<file path="src/rtl/trig_capture_ctrl_pkg.sv">
// Shared types and constants for the logic-analyzer capture controller.
// State encoding and trigger-source bit positions within the trig_src mask.
package trig_capture_pkg;

    typedef enum logic [2:0] {
        ST_IDLE,
        ST_PRETRIG,
        ST_ARMED,
        ST_POSTTRIG,
        ST_DONE
    } cap_state_t;

    localparam int TRIG_SPI  = 0;
    localparam int TRIG_UART = 1;
    localparam int TRIG_EXT  = 2;

endpackage

</file>
<file path="src/rtl/trig_capture_ctrl_trig_sel.sv">
// Trigger source masking and pending latch: a pulse seen while armed is held
// until the next sample strobe consumes it, so pulses between strobes are not lost.
module trig_sel
    import trig_capture_pkg::*;
(
    input  logic       clk,
    input  logic       rst,
    input  logic       i_run,
    input  logic       i_window,
    input  logic       i_consume,
    input  logic       i_spi,
    input  logic       i_uart,
    input  logic       i_ext,
    input  logic [2:0] i_src,
    output logic       o_trig_now
);

    logic [2:0] w_pulses;
    logic       w_hit;
    logic       r_pending;

    always_comb begin
        w_pulses            = '0;
        w_pulses[TRIG_SPI]  = i_spi;
        w_pulses[TRIG_UART] = i_uart;
        w_pulses[TRIG_EXT]  = i_ext;
    end

    // Outside the armed window pulses never reach the latch or the output.
    assign w_hit      = i_window & (|(i_src & w_pulses));
    assign o_trig_now = r_pending | w_hit;

    // NOTE: sequential state uses non-blocking assignments so every flop samples pre-edge values.
    always_ff @(posedge clk) begin
        if (rst || i_run) begin
            r_pending <= 1'b0;
        end else if (i_consume) begin
            r_pending <= 1'b0;
        end else if (w_hit) begin
            r_pending <= 1'b1;
        end
    end

endmodule

</file>
<file path="src/rtl/trig_capture_ctrl.sv">
// Capture controller: circular sample-RAM write addressing with pre-trigger fill,
// trigger acceptance on a sample strobe and a programmable post-trigger tail.
module trig_capture_ctrl
    import trig_capture_pkg::*;
#(
    parameter int ADDR_W = 9
) (
    input  logic              clk,
    input  logic              rst,
    input  logic              run,
    input  logic              clr_done,
    input  logic              cap_en,
    input  logic              SPItrig,
    input  logic              UARTtrig,
    input  logic              ext_trig,
    input  logic [2:0]        trig_src,
    input  logic [ADDR_W-1:0] trig_pos,
    output logic              we,
    output logic [ADDR_W-1:0] waddr,
    output logic [ADDR_W-1:0] trig_addr,
    output logic              armed,
    output logic              triggered,
    output logic              capture_done
);

    localparam int DEPTH = 2 ** ADDR_W;
    localparam int CNT_W = ADDR_W + 1;

    cap_state_t        r_state;
    logic [ADDR_W-1:0] r_waddr;
    logic [ADDR_W-1:0] r_trig_addr;
    logic [CNT_W-1:0]  r_cnt;
    logic              r_armed;
    logic              r_triggered;
    logic              r_capture_done;

    logic              w_we;
    logic              w_window;
    logic              w_consume;
    logic              w_trig_now;
    logic [CNT_W-1:0]  w_pre_target;
    logic [CNT_W-1:0]  w_cnt_inc;

    // trig_pos is ADDR_W wide, so it can never exceed DEPTH-1 and needs no clamp.
    assign w_pre_target = CNT_W'(DEPTH) - {1'b0, trig_pos};
    assign w_cnt_inc    = r_cnt + 1'b1;

    assign w_we      = cap_en && (r_state == ST_PRETRIG || r_state == ST_ARMED
                                  || r_state == ST_POSTTRIG);
    assign w_window  = (r_state == ST_ARMED);
    assign w_consume = w_window && cap_en;

    trig_sel u_trig_sel (
        .clk        (clk),
        .rst        (rst),
        .i_run      (run),
        .i_window   (w_window),
        .i_consume  (w_consume),
        .i_spi      (SPItrig),
        .i_uart     (UARTtrig),
        .i_ext      (ext_trig),
        .i_src      (trig_src),
        .o_trig_now (w_trig_now)
    );

    always_ff @(posedge clk) begin
        if (rst) begin
            r_state        <= ST_IDLE;
            r_waddr        <= '0;
            r_trig_addr    <= '0;
            r_cnt          <= '0;
            r_armed        <= 1'b0;
            r_triggered    <= 1'b0;
            r_capture_done <= 1'b0;
        end else if (run) begin
            // run outranks clr_done and any trigger arriving in the same cycle.
            r_state        <= ST_PRETRIG;
            r_waddr        <= '0;
            r_trig_addr    <= '0;
            r_cnt          <= '0;
            r_armed        <= 1'b0;
            r_triggered    <= 1'b0;
            r_capture_done <= 1'b0;
        end else begin
            if (w_we) begin
                r_waddr <= r_waddr + 1'b1;
            end

            case (r_state)
                ST_PRETRIG: begin
                    if (cap_en) begin
                        r_cnt <= w_cnt_inc;
                        if (w_cnt_inc == w_pre_target) begin
                            r_state <= ST_ARMED;
                            r_armed <= 1'b1;
                        end
                    end
                end
                ST_ARMED: begin
                    if (cap_en && w_trig_now) begin
                        r_trig_addr <= r_waddr;
                        r_cnt       <= {1'b0, trig_pos};
                        r_triggered <= 1'b1;
                        r_armed     <= 1'b0;
                        if (trig_pos == '0) begin
                            r_state        <= ST_DONE;
                            r_capture_done <= 1'b1;
                        end else begin
                            r_state <= ST_POSTTRIG;
                        end
                    end
                end
                ST_POSTTRIG: begin
                    if (cap_en) begin
                        r_cnt <= r_cnt - 1'b1;
                        if (r_cnt == CNT_W'(1)) begin
                            r_state        <= ST_DONE;
                            r_capture_done <= 1'b1;
                        end
                    end
                end
                ST_DONE: begin
                    if (clr_done) begin
                        r_state        <= ST_IDLE;
                        r_capture_done <= 1'b0;
                    end
                end
                default: begin
                    r_state <= ST_IDLE;
                end
            endcase
        end
    end

    assign we           = w_we;
    assign waddr        = r_waddr;
    assign trig_addr    = r_trig_addr;
    assign armed        = r_armed;
    assign triggered    = r_triggered;
    assign capture_done = r_capture_done;

endmodule

</file>
<file path="config.mk">
export PLATFORM = sky130hd
export DESIGN_NAME = trig_capture_ctrl
export DESIGN_NICKNAME = d
export VERILOG_FILES = /design/src/rtl/trig_capture_ctrl_pkg.sv /design/src/rtl/trig_capture_ctrl_trig_sel.sv /design/src/rtl/trig_capture_ctrl.sv
export SDC_FILE = /design/constraint.sdc
export NUM_CORES = 1
export LEC_CHECK = 0
export CELL_PAD_IN_SITES_DETAIL_PLACEMENT = 1
export CELL_PAD_IN_SITES_GLOBAL_PLACEMENT = 1
export CORE_MARGIN = 2
export CORE_UTILIZATION = 35
export DETAILED_ROUTE_END_ITERATION = 7
export GPL_TIMING_DRIVEN = 0
export MAX_ROUTING_LAYER = met4
export PLACE_DENSITY_LB_ADDON = 0.15
export SLEW_MARGIN = 30
export SYNTH_ARGS = -nofsm -noshare
export SYNTH_HDL_FRONTEND = slang
export SYNTH_SLANG_ARGS = --single-unit
</file>
<file path="constraint.sdc">
create_clock -name clk -period 2.62 [get_ports clk]
set_input_delay 0.786 -clock clk [delete_from_list [all_inputs] [get_ports clk]]
set_output_delay 0.786 -clock clk [all_outputs]
set_load 0.02 [all_outputs]
</file>
=== After elaboration in Yosys (flattened, before gate mapping) ===
Cells that the tools add are included.

* Register bits: 35
* Bits in latches: 0
* RAM bits: 0
* ROM bits: 0
* Input port bits: 20
* Logic and storage cells: 77
* Memories kept: 0

* $add $sub $neg: 4
* $mul: 0
* Divide/modulo/power cells: 0
* Magnitude comparators: 0
* Eq/ne operators: 19
* Shift operators: 0
* Multiplexer cells: 23
* Bitwise operators: 3
* Reductions and logical operators: 19

{| class="wikitable"
|+ Operators with widths
! kind !! count
|-
| 2-to-1 mux 10 bit || 3
|-
| one-hot mux 10 bit (3 select lines) || 1
|-
| 2-to-1 mux 3 bit || 7
|-
| AND reduction 6 bit || 3
|-
| inequality test 3 bit, second input constant || 4
|-
| one-hot mux 3 bit (4 select lines) || 1
|-
| adder 10 x 1 -> 10 bit, second input constant || 1
|-
| == test 10 x 1 -> 1 bit, second input constant || 1
|-
| == test 10 bit || 1
|-
| inequality test 2 bit, second input constant || 5
|-
| subtractor 10 x 1 -> 10 bit, second input constant || 1
|-
| subtractor 10 x 9 -> 10 bit, first input constant || 1
|-
| adder 9 x 1 -> 9 bit, second input constant || 1
|-
| zero test 9 bit || 1
|-
| 2-to-1 mux 1 bit || 9
|-
| AND reduction 4 bit || 2
|-
| == test 3 x 2 -> 1 bit, second input constant || 2
|-
| inequality test 3 x 2 -> 1 bit, second input constant || 2
|-
| nonzero test 3 bit || 2
|-
| inequality test 2 x 1 -> 1 bit, second input constant || 2
|-
| OR reduction 2 bit || 2
|-
| bitwise AND 3 bit || 1
|-
| == test 3 x 1 -> 1 bit, second input constant || 1
|-
| == test 3 bit, second input constant || 1
|-
| 9 further kinds || 13
|}

=== Longest topological paths before layout ===
* Depth after elaboration: 8
* Mapped depth: 10
* Mapped depth without buffers: 10

=== Modules after synthesis ===
A second synthesis with hierarchy kept.

* Cell total of the unflattened synthesis: 299
* Area total of the unflattened synthesis: 2237.1 um^2

{| class="wikitable"
|+ Modules (own cells, without submodules)
! module !! instances !! cells an instance !! area each (um^2) !! sequential area each (um^2)
|-
| trig_capture_ctrl || 1 || 292 || 2182.1 || 680.7
|-
| trig_sel || 1 || 7 || 55.1 || 20.0
|}

=== Worst setup path after synthesis ===
Ideal clock, no wire load.

* Path type: in2reg
* Start: input port trig_pos[4]
* End: register r_state[0]
* Setup time: 0.121 ns
* Arrival: 2.471 ns
* Required time: 2.499 ns
* Setup slack: 0.028 ns
* Stages: 6
* Path buffers: 0
* Cells stage by stage: or3_4 or3_1 a211o_1 a2111oi_4 nand4_2 o2bb2ai_1

* Word-level cells in the longest chain between the ends: 5
* Elaborated cells on any way between the ends: 9
* Those cells by class: 1 x add/sub; 2 x eq/ne; 4 x mux; 2 x reduce/logical

{| class="wikitable"
|+ Ends and longest elaborated chain
! item !! line !! RTL
|-
| start: declaration || trig_capture_ctrl.sv:17 || <nowiki>input logic [ADDR_W-1:0] trig_pos,</nowiki>
|-
| branches (longest 5 deep; another with subtractor 10 x 9 -> 10 bit) || -- ||
|-
| end signal: assignment || trig_capture_ctrl.sv:77 || <nowiki>r_state <= ST_PRETRIG;</nowiki>
|-
| end signal: assignment || trig_capture_ctrl.sv:106 || <nowiki>r_state <= ST_DONE;</nowiki>
|-
| end signal: assignment || trig_capture_ctrl.sv:109 || <nowiki>r_state <= ST_POSTTRIG;</nowiki>
|-
| end: declaration || trig_capture_ctrl.sv:29 || <nowiki>cap_state_t r_state;</nowiki>
|}

Parallel ways; which one is timed is not known. The select of a mux whose other input is x is not followed.
A chain may end at the register's enable or synchronous reset.

=== Worst setup path in the final report ===
* Start: input port trig_pos[3]
* End: register r_state[0]

The elaborated chain is that of the path after synthesis.

==> results.md <==
- Pwr per Cell Area: between 400 and 500 nW/um2
- Hold slack: around 470 ps
- Worst-skew pair later-pin latency: 280 ps
- Die H: 84.84 um
- Pins Over Slew Limit: 0
- Share of cells above drive strength 1: 0.1047
- Critical Path Start: trig_pos[3]
- CTS Buf Count: 5
- Diodes inserted: 0
- Total power: 1.306 mW
- Via Count: 2316
- CTS clk-pin slew, worst paths: 80 ps
- TritonCTS clock tree: done
- Sequential share of the synthesized area: 0.3063
- Most frequent cell after synthesis: nor2_1
- DRC viols: 0
- Top FF cell, synth: dfxtp_1
- GP Congestion: 0.9270
- Clock Skews: ~5.2 ps
- Gr usage total: 0.2088
- Synth top area share: 0.3063
- Synthesis-stage register bit count: 35
- Fmax: 0.3904 GHz
- Synth Cell Area: 2287 um2
- Drt first pass iters: 4
- Synth Net Count: between 300 and 400
- Placed cell area: 2794 um2
- Fin util: 0.4660
- Post-Layout Cell Count: 421
- Kind of cell adding the most delay to the critical path: simple AND/OR/NAND/NOR gates
- Most frequent cells after synthesis: nor2_1 (37), dfxtp_1 (35), a21oi_1 (25), clkbuf_1 (17)
- Max clock buf depth: 2
- Async S/R FF share, synth: 0
- Worst setup SP type: input port
- Final worst-path cycle share: 0.9776
- Slowest CP cell: or3_4
- DR WL/cell: ~17 um
- Inst Count DP: 411
- Synth warnings: 0
- Fin nets: 369
- Arrival time worst endpoint: 2740 ps
- RSZ-0062 raised after global routing: yes
- Largest net degree at the start of global routing: 12
- Num ports: 42
- Final Hold Viols: 0
- Via density: around 5.5
- Critical path's largest stage delay: 380 ps
- DP HPWL: 5218 um
- Design area: 2959 um2
- Reg2Reg Depth: 8
- Vias in the first global route: about 2300
- Worst EP required: 2800 ps
- Kind of critical path: in -> reg
- Peak supply drop: 0.3905 mV
- Run status: complete, no violations
- Buf/Inv on CP: 1
- Final setup fails: 0
- Initial DRC count: 118
- Crit path capture: r_state[0]$_SDFFE_PP0P_
- CP Capture Type: flip-flop
- Crit-path most repeated cell: or3_4
- Synth top area cells: dfxtp_1 (31%), nor2_1 (6.1%), xnor2_1 (5.7%)
- WL final: 6989 um
- Total of max-cap violations: 0
- Yosys cell types: 56
- DIE WIDTH: between 80 and 90 um
- Lkg Pwr: 0.9957 nW
- Class of the most critical hold timing path: reg -> reg
- GRT overflow: 0
- Critical Path Fanout Max: 5
- Post-synth EDFFs: 0
- Initial antenna violation count: 0
- Synth-to-layout area growth: 29.38%
- Post-Syn Instances: between 200 and 300
- First-pass GRT wire length: 11760 um
- Detail Route Antenna Nets: 0
- Final min period: 2561 ps
- Initial core utilization: 0.3602
- Crit. path cell count: 7
- H-Tree Depth: 2
- CORE AREA: roughly 6300 um2
- Syn Area/Cell: 7.806 um2
- Site Rows: 29
- Reg-to-Reg Start: r_cnt[3]$_SDFFE_PP0P_
- Reg2reg setup slack: ~140 ps
- PortBufs: 41
- Relative max-transition margin: 0.6072
- Hold_buf cts: 0
- Leading area contributor after synthesis: dfxtp_1
- Slew @ Worst Pin: 589.2 ps
- Die Area: 7198 um2
- Worst R2R End: r_state[0]$_SDFFE_PP0P_
- CP Cell Sequence: buf_8 > or3_4 > or3_4 > a211o_1 > a2111oi_4 > nand4_2 > o2bb2ai_1
- CTS Sinks: 35
- Clock root cell: clkbuf_8
==> metrics by stage <==
step | setup slack (ps) | TNS [ps]
2_1_floorplan | 27.99 | 0
3_3_place_gp | -812.7 | -6691
3_5_place_dp | -820.7 | -7195
4_1_cts | 2.332 | 0
5_1_grt | -4.827 | -4.827
6_report | 58.74 | 0
==> layer usage <==
| metal | part of all wire | vias to the layer above | global-route usage |
|---|---|---|---|
| li1 | - | 1143 | - |
| met1 | 0.49 | 1134 | 0.2852 |
| met2 | 0.48 | 34 | 0.3364 |
| met3 | 0.022 | 5 | 0.02918 |
| met4 | 0.0049 | 0 | 0.03463 |
| met5 | 0 | - | - |
==> report_power, final <==
part	switching, mW	internal, mW	total (mW)
combinational	0.144	0.0984	0.242
clock	0.209	0.308	0.517
sequential	0.00840	0.538	0.547
==> worst register-to-register path, stage by stage (launching register included) <==
cell,delay (ps)
dfxtp_1,310
clkbuf_1,290
and4_1,240
clkbuf_1,230
nand4_1,280
xnor3_1,450
mux2i_1,190
nand4_2,190
o2bb2ai_1,180
==> cell usage in the layout (no fill, tap or decap), types with 9 or more instances in the layout <==
cell and n:
nor2_1 36, dfxtp_1 35, a21oi_1 23, xor2_1 9
nand2_1 16, clkdlybuf4s50_1 31, o21ai_0 16, nand3_1 11
mux2i_1 13, xnor2_1 14, inv_1 11, nor3_1 12
clkbuf_1 14
==> area by class of cell <==
type,count,area [um2]
flip-flops and latches,35,700.7
fillers,792,3391
clock inverters,2,35.03
clock buffers,6,82.58
multi-input cells,226,1501
repair buffers,44,416.7
inverters,12,45.04
well taps,77,96.34
plain buffers,19,81.33
==> kinds of logic after synthesis <==
group,synth area share
and+or+nand+nor,0.2506
AOI/OAI and AO/OA,0.1969
adders and majority gates,0.03282
muxes,0.05689
xor gates and xnor gates,0.1018
buffers and inverters,0.05470
DFF,0.3063
==> how the worst min path moves through the flow <==
stage / endpoint / cells after the start / from / slack, ps
after floorplan: u_trig_sel.r_pending$_SDFFE_PP0P_ / 2 / u_trig_sel.r_pending$_SDFFE_PP0P_ / 470
after global placement: armed$_SDFFE_PP0P_ / 2 / armed$_SDFFE_PP0P_ / 450
after global routing: armed$_SDFFE_PP0P_ / 2 / armed$_SDFFE_PP0P_ / 500
after CTS: armed$_SDFFE_PP0P_ / 2 / armed$_SDFFE_PP0P_ / 470
after detailed placement: armed$_SDFFE_PP0P_ / 2 / armed$_SDFFE_PP0P_ / 450
final: armed$_SDFFE_PP0P_ / 2 / armed$_SDFFE_PP0P_ / 470
==> repair_timing <==
action,CTS,global route
setup buffers,1,2
endpoints found under the hold margin,0,0
setup endpoints to repair,11,10
pin swaps,6,10
cloned,0,0
gates resized for setup,26,22
==> flip-flops by register name (all words and copies together), names as in the netlist <==
name	flops
r_cnt	10
trig_addr	9
waddr	9
r_state	3
armed	1
capture_done	1
triggered	1
u_trig_sel.r_pending	1
Power figures use the tool's default switching activity.
